### src/rtl/riscv_pipe_pkg.sv
// Shared types for the 5-stage pipeline control logic: forward-select
// encodings and the shadow-slot records the hazard unit keeps per stage.
package riscv_pipe_pkg;

  // Slots store register indices at a fixed upper width; cores with a
  // narrower REG_ADDR_W zero-extend their fields into it (REG_ADDR_W <= 8).
  localparam int unsigned REG_ADDR_MAX_W = 8;
  typedef logic [REG_ADDR_MAX_W-1:0] reg_addr_t;

  localparam reg_addr_t REG_ZERO = '0;

  typedef enum logic [1:0] {
    FWD_RF    = 2'b00,
    FWD_EXMEM = 2'b01,
    FWD_WB    = 2'b10
  } fwd_sel_e;

  typedef struct packed {
    logic      valid;
    reg_addr_t rs1;
    reg_addr_t rs2;
    logic      use1;
    logic      use2;
    reg_addr_t rd;
    logic      rw;
    logic      mr;
  } ex_slot_t;

  typedef struct packed {
    logic      valid;
    reg_addr_t rd;
    logic      rw;
    logic      mr;
  } mem_slot_t;

  typedef struct packed {
    logic      valid;
    reg_addr_t rd;
    logic      rw;
  } wb_slot_t;

  // A source register is produced by a slot when that slot holds a live
  // register write to it; x0 never counts as a producer.
  function automatic logic slot_match(input reg_addr_t r, input logic valid,
                                      input logic rw, input reg_addr_t rd);
    return valid & rw & (rd == r) & (r != REG_ZERO);
  endfunction

endpackage

### src/rtl/hazard_unit_if.sv
// ID-stage decode fields in, pipeline control and counters out.
interface hazard_unit_if #(
  parameter int REG_ADDR_W = 5,
  parameter int CNT_W      = 16
);
  logic                  id_valid;
  logic [REG_ADDR_W-1:0] id_rs1;
  logic [REG_ADDR_W-1:0] id_rs2;
  logic                  id_use_rs1;
  logic                  id_use_rs2;
  logic [REG_ADDR_W-1:0] id_rd;
  logic                  id_reg_write;
  logic                  id_mem_read;
  logic                  branch_taken;

  logic                  stall;
  logic                  bubble;
  logic                  flush;
  logic [1:0]            fwd_a;
  logic [1:0]            fwd_b;
  logic [CNT_W-1:0]      stall_cnt;
  logic [CNT_W-1:0]      flush_cnt;

  modport master (
    output id_valid, id_rs1, id_rs2, id_use_rs1, id_use_rs2,
           id_rd, id_reg_write, id_mem_read, branch_taken,
    input  stall, bubble, flush, fwd_a, fwd_b, stall_cnt, flush_cnt
  );

  modport slave (
    input  id_valid, id_rs1, id_rs2, id_use_rs1, id_use_rs2,
           id_rd, id_reg_write, id_mem_read, branch_taken,
    output stall, bubble, flush, fwd_a, fwd_b, stall_cnt, flush_cnt
  );
endinterface

### src/rtl/hazard_unit_fwd_sel.sv
// EXE operand forward select: newest producer wins, loads in MEM are skipped
// because their data is not yet available on the EXE/MEM ALU result path.
module fwd_sel
  import riscv_pipe_pkg::*;
(
  input  logic      i_ex_valid,
  input  logic      i_use,
  input  reg_addr_t i_rs,
  input  mem_slot_t i_mem,
  input  wb_slot_t  i_wb,
  output fwd_sel_e  o_sel
);

  logic w_mem_hit;
  logic w_wb_hit;

  assign w_mem_hit = slot_match(i_rs, i_mem.valid, i_mem.rw, i_mem.rd) & ~i_mem.mr;
  assign w_wb_hit  = slot_match(i_rs, i_wb.valid, i_wb.rw, i_wb.rd);

  always_comb begin
    // NOTE: default first so every path assigns o_sel and no latch is inferred.
    o_sel = FWD_RF;
    if (i_ex_valid && i_use) begin
      if (w_mem_hit) begin
        o_sel = FWD_EXMEM;
      end else if (w_wb_hit) begin
        o_sel = FWD_WB;
      end
    end
  end

endmodule

### src/rtl/hazard_unit.sv
// Pipeline hazard control: shadows rd info for EXE/MEM/WB and derives
// load-use stalls, taken-branch flushes, operand forwarding and counters.
module hazard_unit
  import riscv_pipe_pkg::*;
#(
  parameter int REG_ADDR_W   = 5,
  parameter int LOAD_LATENCY = 1,
  parameter int CNT_W        = 16
) (
  input logic           clock,
  input logic           reset,
  hazard_unit_if.slave  bus
);

  localparam logic LOAD_IN_MEM_BLOCKS = (LOAD_LATENCY >= 2);

  ex_slot_t         r_ex;
  mem_slot_t        r_mem;
  wb_slot_t         r_wb;
  logic [CNT_W-1:0] r_stall_cnt;
  logic [CNT_W-1:0] r_flush_cnt;

  ex_slot_t  w_id_slot;
  logic      w_need_rs1_ex;
  logic      w_need_rs2_ex;
  logic      w_need_rs1_mem;
  logic      w_need_rs2_mem;
  logic      w_load_use;
  logic      w_stall;
  fwd_sel_e  w_fwd_a;
  fwd_sel_e  w_fwd_b;

  assign w_id_slot = '{
    valid: bus.id_valid,
    rs1:   reg_addr_t'(bus.id_rs1),
    rs2:   reg_addr_t'(bus.id_rs2),
    use1:  bus.id_use_rs1,
    use2:  bus.id_use_rs2,
    rd:    reg_addr_t'(bus.id_rd),
    rw:    bus.id_reg_write,
    mr:    bus.id_mem_read
  };

  assign w_need_rs1_ex  = w_id_slot.use1 & slot_match(w_id_slot.rs1, r_ex.valid, r_ex.rw, r_ex.rd);
  assign w_need_rs2_ex  = w_id_slot.use2 & slot_match(w_id_slot.rs2, r_ex.valid, r_ex.rw, r_ex.rd);
  assign w_need_rs1_mem = w_id_slot.use1 & slot_match(w_id_slot.rs1, r_mem.valid, r_mem.rw, r_mem.rd);
  assign w_need_rs2_mem = w_id_slot.use2 & slot_match(w_id_slot.rs2, r_mem.valid, r_mem.rw, r_mem.rd);

  // With a registered data memory a load in MEM still has no usable data.
  assign w_load_use = w_id_slot.valid & (
                        (r_ex.mr & (w_need_rs1_ex | w_need_rs2_ex)) |
                        (LOAD_IN_MEM_BLOCKS & r_mem.mr & (w_need_rs1_mem | w_need_rs2_mem)));

  // A taken branch kills the stalled instruction anyway, so flush dominates.
  assign w_stall    = w_load_use & ~bus.branch_taken;
  assign bus.stall  = w_stall;
  assign bus.bubble = w_stall;
  assign bus.flush  = bus.branch_taken;

  fwd_sel u_fwd_a (
    .i_ex_valid (r_ex.valid),
    .i_use      (r_ex.use1),
    .i_rs       (r_ex.rs1),
    .i_mem      (r_mem),
    .i_wb       (r_wb),
    .o_sel      (w_fwd_a)
  );

  fwd_sel u_fwd_b (
    .i_ex_valid (r_ex.valid),
    .i_use      (r_ex.use2),
    .i_rs       (r_ex.rs2),
    .i_mem      (r_mem),
    .i_wb       (r_wb),
    .o_sel      (w_fwd_b)
  );

  assign bus.fwd_a     = w_fwd_a;
  assign bus.fwd_b     = w_fwd_b;
  assign bus.stall_cnt = r_stall_cnt;
  assign bus.flush_cnt = r_flush_cnt;

  // NOTE: sequential state uses non-blocking assignments so every slot
  // samples the pre-edge value of its upstream neighbour.
  always_ff @(posedge clock) begin
    if (reset) begin
      r_ex        <= '0;
      r_mem       <= '0;
      r_wb        <= '0;
      r_stall_cnt <= '0;
      r_flush_cnt <= '0;
    end else begin
      r_wb <= '{valid: r_mem.valid, rd: r_mem.rd, rw: r_mem.rw};
      if (bus.branch_taken) begin
        r_ex  <= '0;
        r_mem <= '0;
        if (r_flush_cnt != '1) r_flush_cnt <= r_flush_cnt + CNT_W'(1);
      end else begin
        r_mem <= '{valid: r_ex.valid, rd: r_ex.rd, rw: r_ex.rw, mr: r_ex.mr};
        r_ex  <= w_stall ? '0 : w_id_slot;
        if (w_stall && r_stall_cnt != '1) r_stall_cnt <= r_stall_cnt + CNT_W'(1);
      end
    end
  end

endmodule

### src/flat_wrapper.sv
// flat-port wrapper written by rule: the top's interface ports become plain ports
module hazard_unit_flat import riscv_pipe_pkg::*;
#(
  parameter int REG_ADDR_W   = 5,
  parameter int LOAD_LATENCY = 1,
  parameter int CNT_W        = 16
)
  (clock, reset, bus_id_valid, bus_id_rs1, bus_id_rs2, bus_id_use_rs1, bus_id_use_rs2, bus_id_rd, bus_id_reg_write, bus_id_mem_read, bus_branch_taken, bus_stall, bus_bubble, bus_flush, bus_fwd_a, bus_fwd_b, bus_stall_cnt, bus_flush_cnt);
  hazard_unit_if #(.REG_ADDR_W(REG_ADDR_W), .CNT_W(CNT_W)) bus_i ();
  input logic clock;
  input logic reset;
  input wire logic [$bits(bus_i.id_valid)-1:0] bus_id_valid;
  input wire logic [$bits(bus_i.id_rs1)-1:0] bus_id_rs1;
  input wire logic [$bits(bus_i.id_rs2)-1:0] bus_id_rs2;
  input wire logic [$bits(bus_i.id_use_rs1)-1:0] bus_id_use_rs1;
  input wire logic [$bits(bus_i.id_use_rs2)-1:0] bus_id_use_rs2;
  input wire logic [$bits(bus_i.id_rd)-1:0] bus_id_rd;
  input wire logic [$bits(bus_i.id_reg_write)-1:0] bus_id_reg_write;
  input wire logic [$bits(bus_i.id_mem_read)-1:0] bus_id_mem_read;
  input wire logic [$bits(bus_i.branch_taken)-1:0] bus_branch_taken;
  output wire logic [$bits(bus_i.stall)-1:0] bus_stall;
  output wire logic [$bits(bus_i.bubble)-1:0] bus_bubble;
  output wire logic [$bits(bus_i.flush)-1:0] bus_flush;
  output wire logic [$bits(bus_i.fwd_a)-1:0] bus_fwd_a;
  output wire logic [$bits(bus_i.fwd_b)-1:0] bus_fwd_b;
  output wire logic [$bits(bus_i.stall_cnt)-1:0] bus_stall_cnt;
  output wire logic [$bits(bus_i.flush_cnt)-1:0] bus_flush_cnt;
  assign bus_i.id_valid = bus_id_valid;
  assign bus_i.id_rs1 = bus_id_rs1;
  assign bus_i.id_rs2 = bus_id_rs2;
  assign bus_i.id_use_rs1 = bus_id_use_rs1;
  assign bus_i.id_use_rs2 = bus_id_use_rs2;
  assign bus_i.id_rd = bus_id_rd;
  assign bus_i.id_reg_write = bus_id_reg_write;
  assign bus_i.id_mem_read = bus_id_mem_read;
  assign bus_i.branch_taken = bus_branch_taken;
  assign bus_stall = bus_i.stall;
  assign bus_bubble = bus_i.bubble;
  assign bus_flush = bus_i.flush;
  assign bus_fwd_a = bus_i.fwd_a;
  assign bus_fwd_b = bus_i.fwd_b;
  assign bus_stall_cnt = bus_i.stall_cnt;
  assign bus_flush_cnt = bus_i.flush_cnt;
  hazard_unit #(.REG_ADDR_W(REG_ADDR_W), .LOAD_LATENCY(LOAD_LATENCY), .CNT_W(CNT_W)) u_core (.clock(clock), .reset(reset), .bus(bus_i));
endmodule
### config.mk
export PLATFORM = sky130hd
export DESIGN_NAME = hazard_unit_flat
export DESIGN_NICKNAME = d
export VERILOG_FILES = /design/src/rtl/riscv_pipe_pkg.sv /design/src/rtl/hazard_unit_if.sv /design/src/rtl/hazard_unit_fwd_sel.sv /design/src/rtl/hazard_unit.sv /design/src/flat_wrapper.sv
export SDC_FILE = /design/constraint.sdc
export NUM_CORES = 1
export LEC_CHECK = 0
export BUFFER_PORTS_ARGS = -buffer_cell sky130_fd_sc_hd__buf_2
export CORE_MARGIN = 10
export CORE_UTILIZATION = 58
export DETAILED_ROUTE_END_ITERATION = 16
export PLACE_DENSITY_LB_ADDON = 0.2
export SETUP_SLACK_MARGIN = 0.1
export SYNTH_ARGS = -nofsm -noshare
export SYNTH_HDL_FRONTEND = slang
export SYNTH_SLANG_ARGS = --single-unit
export TNS_END_PERCENT = 30
### constraint.sdc
create_clock -name clock -period 4.7 [get_ports clock]
set_input_delay 0.235 -clock clock [delete_from_list [all_inputs] [get_ports clock]]
set_output_delay 0.235 -clock clock [all_outputs]
set_load 0.01 [all_outputs]
==> results of run 1 <==
==> layer usage <==
metal	routed length [um]	vias to the layer above	GRT usage
li1	-	1229	-
met1	2860	1090	0.181
met2	3040	58	0.237
met3	422	11	0.0593
met4	99	0	0.0587
met5	0	-	0
==> power by group <==
| group | internal (mW) | switching, mW |
|---|---|---|
| Sequential | 0.578 | 0.0105 |
| Clock | 0.271 | 0.194 |
| Combinational | 0.0287 | 0.0314 |
| Total | 0.878 | 0.236 |
==> state kept, by name, indices dropped and copies added, names as in the netlist <==
register,cells
u_core.r_ex,20
u_core.bus.flush_cnt,16
u_core.bus.stall_cnt,16
u_core.r_mem,8
u_core.r_wb,7
==> cells by family after synthesis <==
group | Yosys count
simple gates | 155
xor+xnor | 41
mux | 4
fa+ha+maj | 2
flops | 67
buf+inv | 19
compound gates | 30
==> worst max-delay path: stages (launching register included) <==
cell       delay [ps]
dfxtp_1           400
xnor2_1           140
nand3_1           100
a2111oi_2         450
o21ai_2           320
or4_1             490
mux2_2            280
==> area by class of cell <==
type	count	area, um2
timing repair buffer	61	305
tap	67	83.8
clock buffer	13	159
clock inverter	2	35.0
multi-input combinational	232	1510
sequential	67	1340
fill	401	1360
inverter	6	22.5
==> metrics by stage <==
step           instances  utilization  worst slack, ps  hold slack (ps)  area (um2)
5_1_grt              448        0.718             2220             99.3        3460
2_1_floorplan        318            -             2760              357        2960
4_1_cts              448        0.718             2400             99.4        3460
3_3_place_gp         433        0.678             2250              436        3260
3_5_place_dp         433        0.678             2210              447        3260
6_report             448        0.718             2410              104        3460
==> placed cells by master (no fill, tap or decap), drive strengths merged, types with 13 or more instances in the layout <==
master,count
nand4,13
nor2,29
nand3,17
xor2,13
and2,28
nand2,15
clkbuf,13
xnor2,28
buf,61
dfxtp,67
or4,13
==> worst paths after layout <==
check                        from                       end  cells after the start
setup / recovery   u_core.r_ex[2]  u_core.bus.stall_cnt[10]                      6
hold / removal    bus_id_mem_read            u_core.r_ex[0]                      2
setup reg to reg   u_core.r_ex[2]  u_core.bus.stall_cnt[10]                      6
hold reg to reg    u_core.r_ex[0]           u_core.r_mem[0]                      1
==> impl_results.md, run 1 <==
- Post-synth top cells: dfxtp_1, nor2_1, xnor2_1
- Clk sinks: 67
- GPL Wtd Cong: approximately 0.84
- Die Width: 91.4 um
- Worst slew pin tran: ~880 ps
- Synth Area in Adders: 0.00847
- Top_reg_cell synth: dfxtp_1
- Fmax: approximately 0.44 GHz
- Mapped cell area: about 0.0030 mm2
- Setup Fix Bufs, Post-CTS: 0
- DP HPWL: 4800 um
- Initial antenna violation count: 0
- Outcome: finished clean
- Synth area leaders: dfxtp_1, xnor2_1, xor2_1, nor2_1, and2_1
- Global route overflow: 0
- Most frequent cell after synthesis: dfxtp_1
- Vias: 2,388
- Cell Rows: 25
- Synthesized flop and latch total: 67
- Post-DR wirelength/cell: roughly 14 um
- Syn Nets: approximately 340
- Max Slew Vio Count: 0
- Post-layout net count: 402
- Crit Path Max Fanout: 27
- Maximum Capacitance Violations: 0
- Share of the synthesized area in the top cell type: 0.454
- Hold Fails Final Rpt: 0
- CTS tree: yes
- Post-Synthesis Cells: 318
- First-pass GRT wire length: 10,500 um
- Largest family of logic cells by synthesized area: simple AND/OR/NAND/NOR gates
- DRT iter0 DRCs: between 100 and 150
- CTS Hold Bufs: 0
- EDFF count, synth: 0
- Synth Area in XOR/XNOR: 0.122
- Worst rel slew slack: 0.410
- Crit path required time: between 4000 and 5000 ps
- Post-cts sizing count: 0
- Area grow syn2layout: 17.0%
- Final setup viols: 0
- Critical path data arrival time: around 2500 ps
- Router iterations before antenna repair: 4
- Post-synthesis sequential area ratio: 0.454
- Reg2reg setup slack: 2410 ps
- Setup CP Type: reg -> reg
- Clock transition at the registers of the reported paths: around 70 ps
- Largest net degree at the start of global routing: 48
- Synth Area in Simple Gates: 0.301
- VDD IR-drop max: 0.000216 V
- Total CTS buffers: 9
- Clock Tree Root: clkbuf_8
- DRC Markers: 0
- Final Skew: roughly 7.2 ps
- Lkg Pwr: about 1.4 nW
- Yosys Warn Count: 0
- Crit. End Element: register
- Antenna diodes: 0
- Multiplexer share of the synthesized area: 0.0140
- ANT nets after route: 0
- Layout cells sized above 1: 0.241
- Netlist cell types: 40
- Die Area: between 0.008 and 0.009 mm2
- Final WL: between 6000 and 7000 um
- Detail-routed via count per cell: 5.33
- Initial Util: 0.614
- Synth area leader: dfxtp_1
- H-tree lvl count: 3
- Min Tclk post-route: between 2000 and 2500 ps
- GRT Overall Usage: 0.151
- Die Y: ~91 um
- Vias in the first global route: 2,294
- Worst-case clock buffer depth: 2
- Pwr Density: between 300 and 400 mW/mm2
- Core ar.: 0.00482 mm2
- Final period util: 0.487
- Ys async rst share: 0
- Crit start category: register
- Setup TNS: 0 ps
- Clock latency on the worst-skew pair: about 340 ps
- Tot Pwr: roughly 1.1 mW
- Syn_area_per_cell: 9.29 um2
- Complex-gate fraction of the synthesized area: 0.0669
- # port buffers: 61
- RSZ-0062 raised after global routing: false
- # IOs: just over 60
- Min-delay worst type: in -> reg
No activity file was read; power rests on OpenSTA's default activity.
==> inputs of run 2 (changes only) <==
--- a/config.mk
+++ b/config.mk
@@ -7,7 +7,7 @@
 export LEC_CHECK = 0
 export BUFFER_PORTS_ARGS = -buffer_cell sky130_fd_sc_hd__buf_2
 export CORE_MARGIN = 10
-export CORE_UTILIZATION = 58
+export CORE_UTILIZATION = 49
 export DETAILED_ROUTE_END_ITERATION = 16
 export PLACE_DENSITY_LB_ADDON = 0.2
 export SETUP_SLACK_MARGIN = 0.1
==> constraint.sdc (replaced) <==
create_clock -name clock -period 2.1 [get_ports clock]
set_input_delay 0.105 -clock clock [delete_from_list [all_inputs] [get_ports clock]]
set_output_delay 0.105 -clock clock [all_outputs]
set_load 0.01 [all_outputs]
==> run 2 against run 1 <==
Net effect:
- sequential share of layout area down 4.0 points
- worst hold slack worse by 85 ps
- sequential power up 120%
- combinational power rose to 2.7 times the previous value
- critical path depth up 1
- die area up 14%
- final area up 12%
- clock-buffer cell count down 1
- register-to-register slack worse by 2400 ps
- non-clock buffer count up 25
- largest power group unchanged
- highest routed layer unchanged
==> impl_results.md, run 2 (synthesis results as in run 1) <==
- Tot Pwr: approximately 2.7 mW
- Comb power frac: 0.061
- Switching Fraction: 0.214
- CP Buf/Inv Count: 1
- Hold EP: u_core.r_ex[11]
- CTS tree: yes
- Placed cell areas: about 0.0034 mm2
- Die Y: about 98 um
- Max reg flops: 20
- Initial Util: 0.502
- RSZ-0062 raised after global routing: true
- Antenna diodes: 0
- RR Endpoint: u_core.bus.stall_cnt[13]
- Clock share of power: 0.448
- Vias in the first global route: ~2.5k
- Detail-routed via count per cell: 5.19
- H-tree lvl count: 3
- Max Slew Vio Count: 0
- Sequential share of power: 0.491
- Worst path cell trace: nor2b_4 -> nand4_1 -> a2111oi_4 -> o21ai_4 -> buf_12 -> or4_4 -> a21oi_1
- ANT nets after route: 0
- Post-DR wirelength/cell: ~15 um
- Fmax: around 0.48 GHz
- Final setup viols: 0
- DRT iter0 DRCs: roughly 110
- First-pass GRT wire length: between 10,000 and 15,000 um
- Die Area: around 0.0095 mm2
- Critical path data arrival time: 2320 ps
- Lkg Pwr: around 1.6 nW
- Min Tclk post-route: about 2100 ps
- Slowest cell delay on critical path: about 470 ps
- Worst-case reg-to-reg path depth: 7
- Setup CP Type: reg -> reg
- Final Skew: 6.98 ps
- Core ar.: 0.00589 mm2
- Min-delay worst type: in -> reg
- Area grow syn2layout: 31.1%
- Router iterations before antenna repair: 4
- Clk sinks: 67
- Outcome: finished clean
- DRC Markers: 0
- Post-layout net count: 427
- VDD IR-drop max: about 0.00040 V
- Largest net degree at the start of global routing: 31
- Worst rel slew slack: 0.594
- Initial antenna violation count: 0
- DP HPWL: around 5200 um
- Cell Rows: 28
- Clock transition at the registers of the reported paths: around 70 ps
- Crit Path Max Fanout: 6
- Filler cell count: 507
- GRT Overall Usage: 0.148
- Hold depth: 2
- Cell area after layout: approximately 0.0039 mm2
- CP delay by family, top: compound AO/OA/AOI/OAI gates
- Pwr Density: just under 700 mW/mm2
- Non-filler cells in the finished layout: between 400 and 500
- Slowest CP cell: or4_4
- Hold Fails Final Rpt: 0
- Dpl cells: roughly 460
- Total CTS buffers: 9
- Crit path required time: approximately 2400 ps
- Global route overflow: 0
- P_sw: 0.575 mW
- Most common cell after layout, fill and taps aside: dfxtp_1
- Reg2reg setup slack: roughly 32 ps
- P_int: 2.11 mW
- Vias: approximately 2.5k
- Maximum Capacitance Violations: 0
- Final WL: roughly 7300 um
- Most frequent cells in the layout: dfxtp_1, buf_2, xnor2_1
- Die Width: 97.7 um
- Crit start category: register
- Worst slew pin tran: around 610 ps
- Reg with most FFs: u_core.r_ex
- GPL Wtd Cong: between 0.8 and 0.9
- Worst r2r src: u_core.r_ex[1]
- Worst-case clock buffer depth: 2
- Clock latency on the worst-skew pair: 330 ps
- # IOs: 62
- HP Start: bus_id_use_rs1
- Clock Tree Root: clkbuf_8
- Crit. End Element: register
- # port buffers: slightly above 60
- Final period util: 0.985
- Layout cells sized above 1: 0.322
==> run 2: cell types whose count changed in the layout (fill, tap and decap cells not counted), sizes merged <==
cell         previous run  this run
buf                    61        76
bufinv                  1         2
clkbuf                 13        14
clkinvlp                0         1
dlygate4sd3             0         8
==> run 2: per-layer routing <==
metal	vias up	share of wire	global-route usage
li1	1282	-	-
met1	1150	0.43	0.164
met2	59	0.50	0.252
met3	9	0.061	0.0455
met4	0	0.012	0.0649
met5	-	0	0
==> run 2: power by group through the flow <==
stage | Sequential (mW) | Clock, mW | Combinational (mW)
4_1_cts | 1.32 | 1.22 | 0.157
6_report | 1.32 | 1.20 | 0.163
5_1_grt | 1.32 | 1.28 | 0.180
3_5_place_dp | 1.35 | 0 | 0.142
3_3_place_gp | 1.34 | 0 | 0.141
2_1_floorplan | 1.34 | 0 | 0.0893
==> run 2: how the worst max path moves through the flow <==
| stage | from | endpoint | slack (ps) | depth (start not counted) |
|---|---|---|---|---|
| after global routing | u_core.r_ex[1] | u_core.bus.stall_cnt[13] | -40 | 7 |
| after global placement | u_core.r_ex[3] | u_core.bus.stall_cnt[9] | 130 | 7 |
| after floorplan | u_core.bus.flush_cnt[0] | u_core.bus.flush_cnt[5] | 160 | 7 |
| final | u_core.r_ex[1] | u_core.bus.stall_cnt[13] | 30 | 7 |
| after CTS | u_core.r_ex[5] | u_core.bus.stall_cnt[13] | 80 | 7 |
| after detailed placement | u_core.r_ex[3] | u_core.bus.stall_cnt[13] | 60 | 7 |
==> run 2: layout make-up <==
cell class | count | area (um2) | share of cell area
clock inverter | 4 | 72.6 | 0.0187
clock buffer | 12 | 155 | 0.0401
multi-input combinational | 232 | 1610 | 0.416
sequential | 67 | 1350 | 0.348
timing repair buffer | 86 | 571 | 0.147
inverter | 6 | 22.5 | 0.00581
tap | 75 | 93.8 | 0.0242
==> run 2: worst register-to-register path: cells and delay by family (launching register included) <==
family	cells	cell delay, ps
AOI/OAI and AO/OA	3	770
buffers and inverters	1	160
and+or+nand+nor	3	750
DFF	1	330
==> run 2: timing repair <==
action,4_1_cts,5_1_grt
hold buffers,8,0
resized for setup,3,25
endpoints found under the setup margin,8,21
endpoints found under the hold margin,8,0
cloned,0,2
pin swaps,0,17
setup buffers,0,1
==> run 2: per-stage QoR <==
stage                     hold WS [ps]  setup WS (ps)  TNS, ps  utilization
after floorplan                    227            158        0            -
after global placement             305            132        0        0.576
after detailed placement           314           57.1        0        0.576
after CTS                         10.3           79.7        0        0.631
after global routing              4.93          -41.9    -69.1        0.658
final                             18.7           31.7        0        0.658
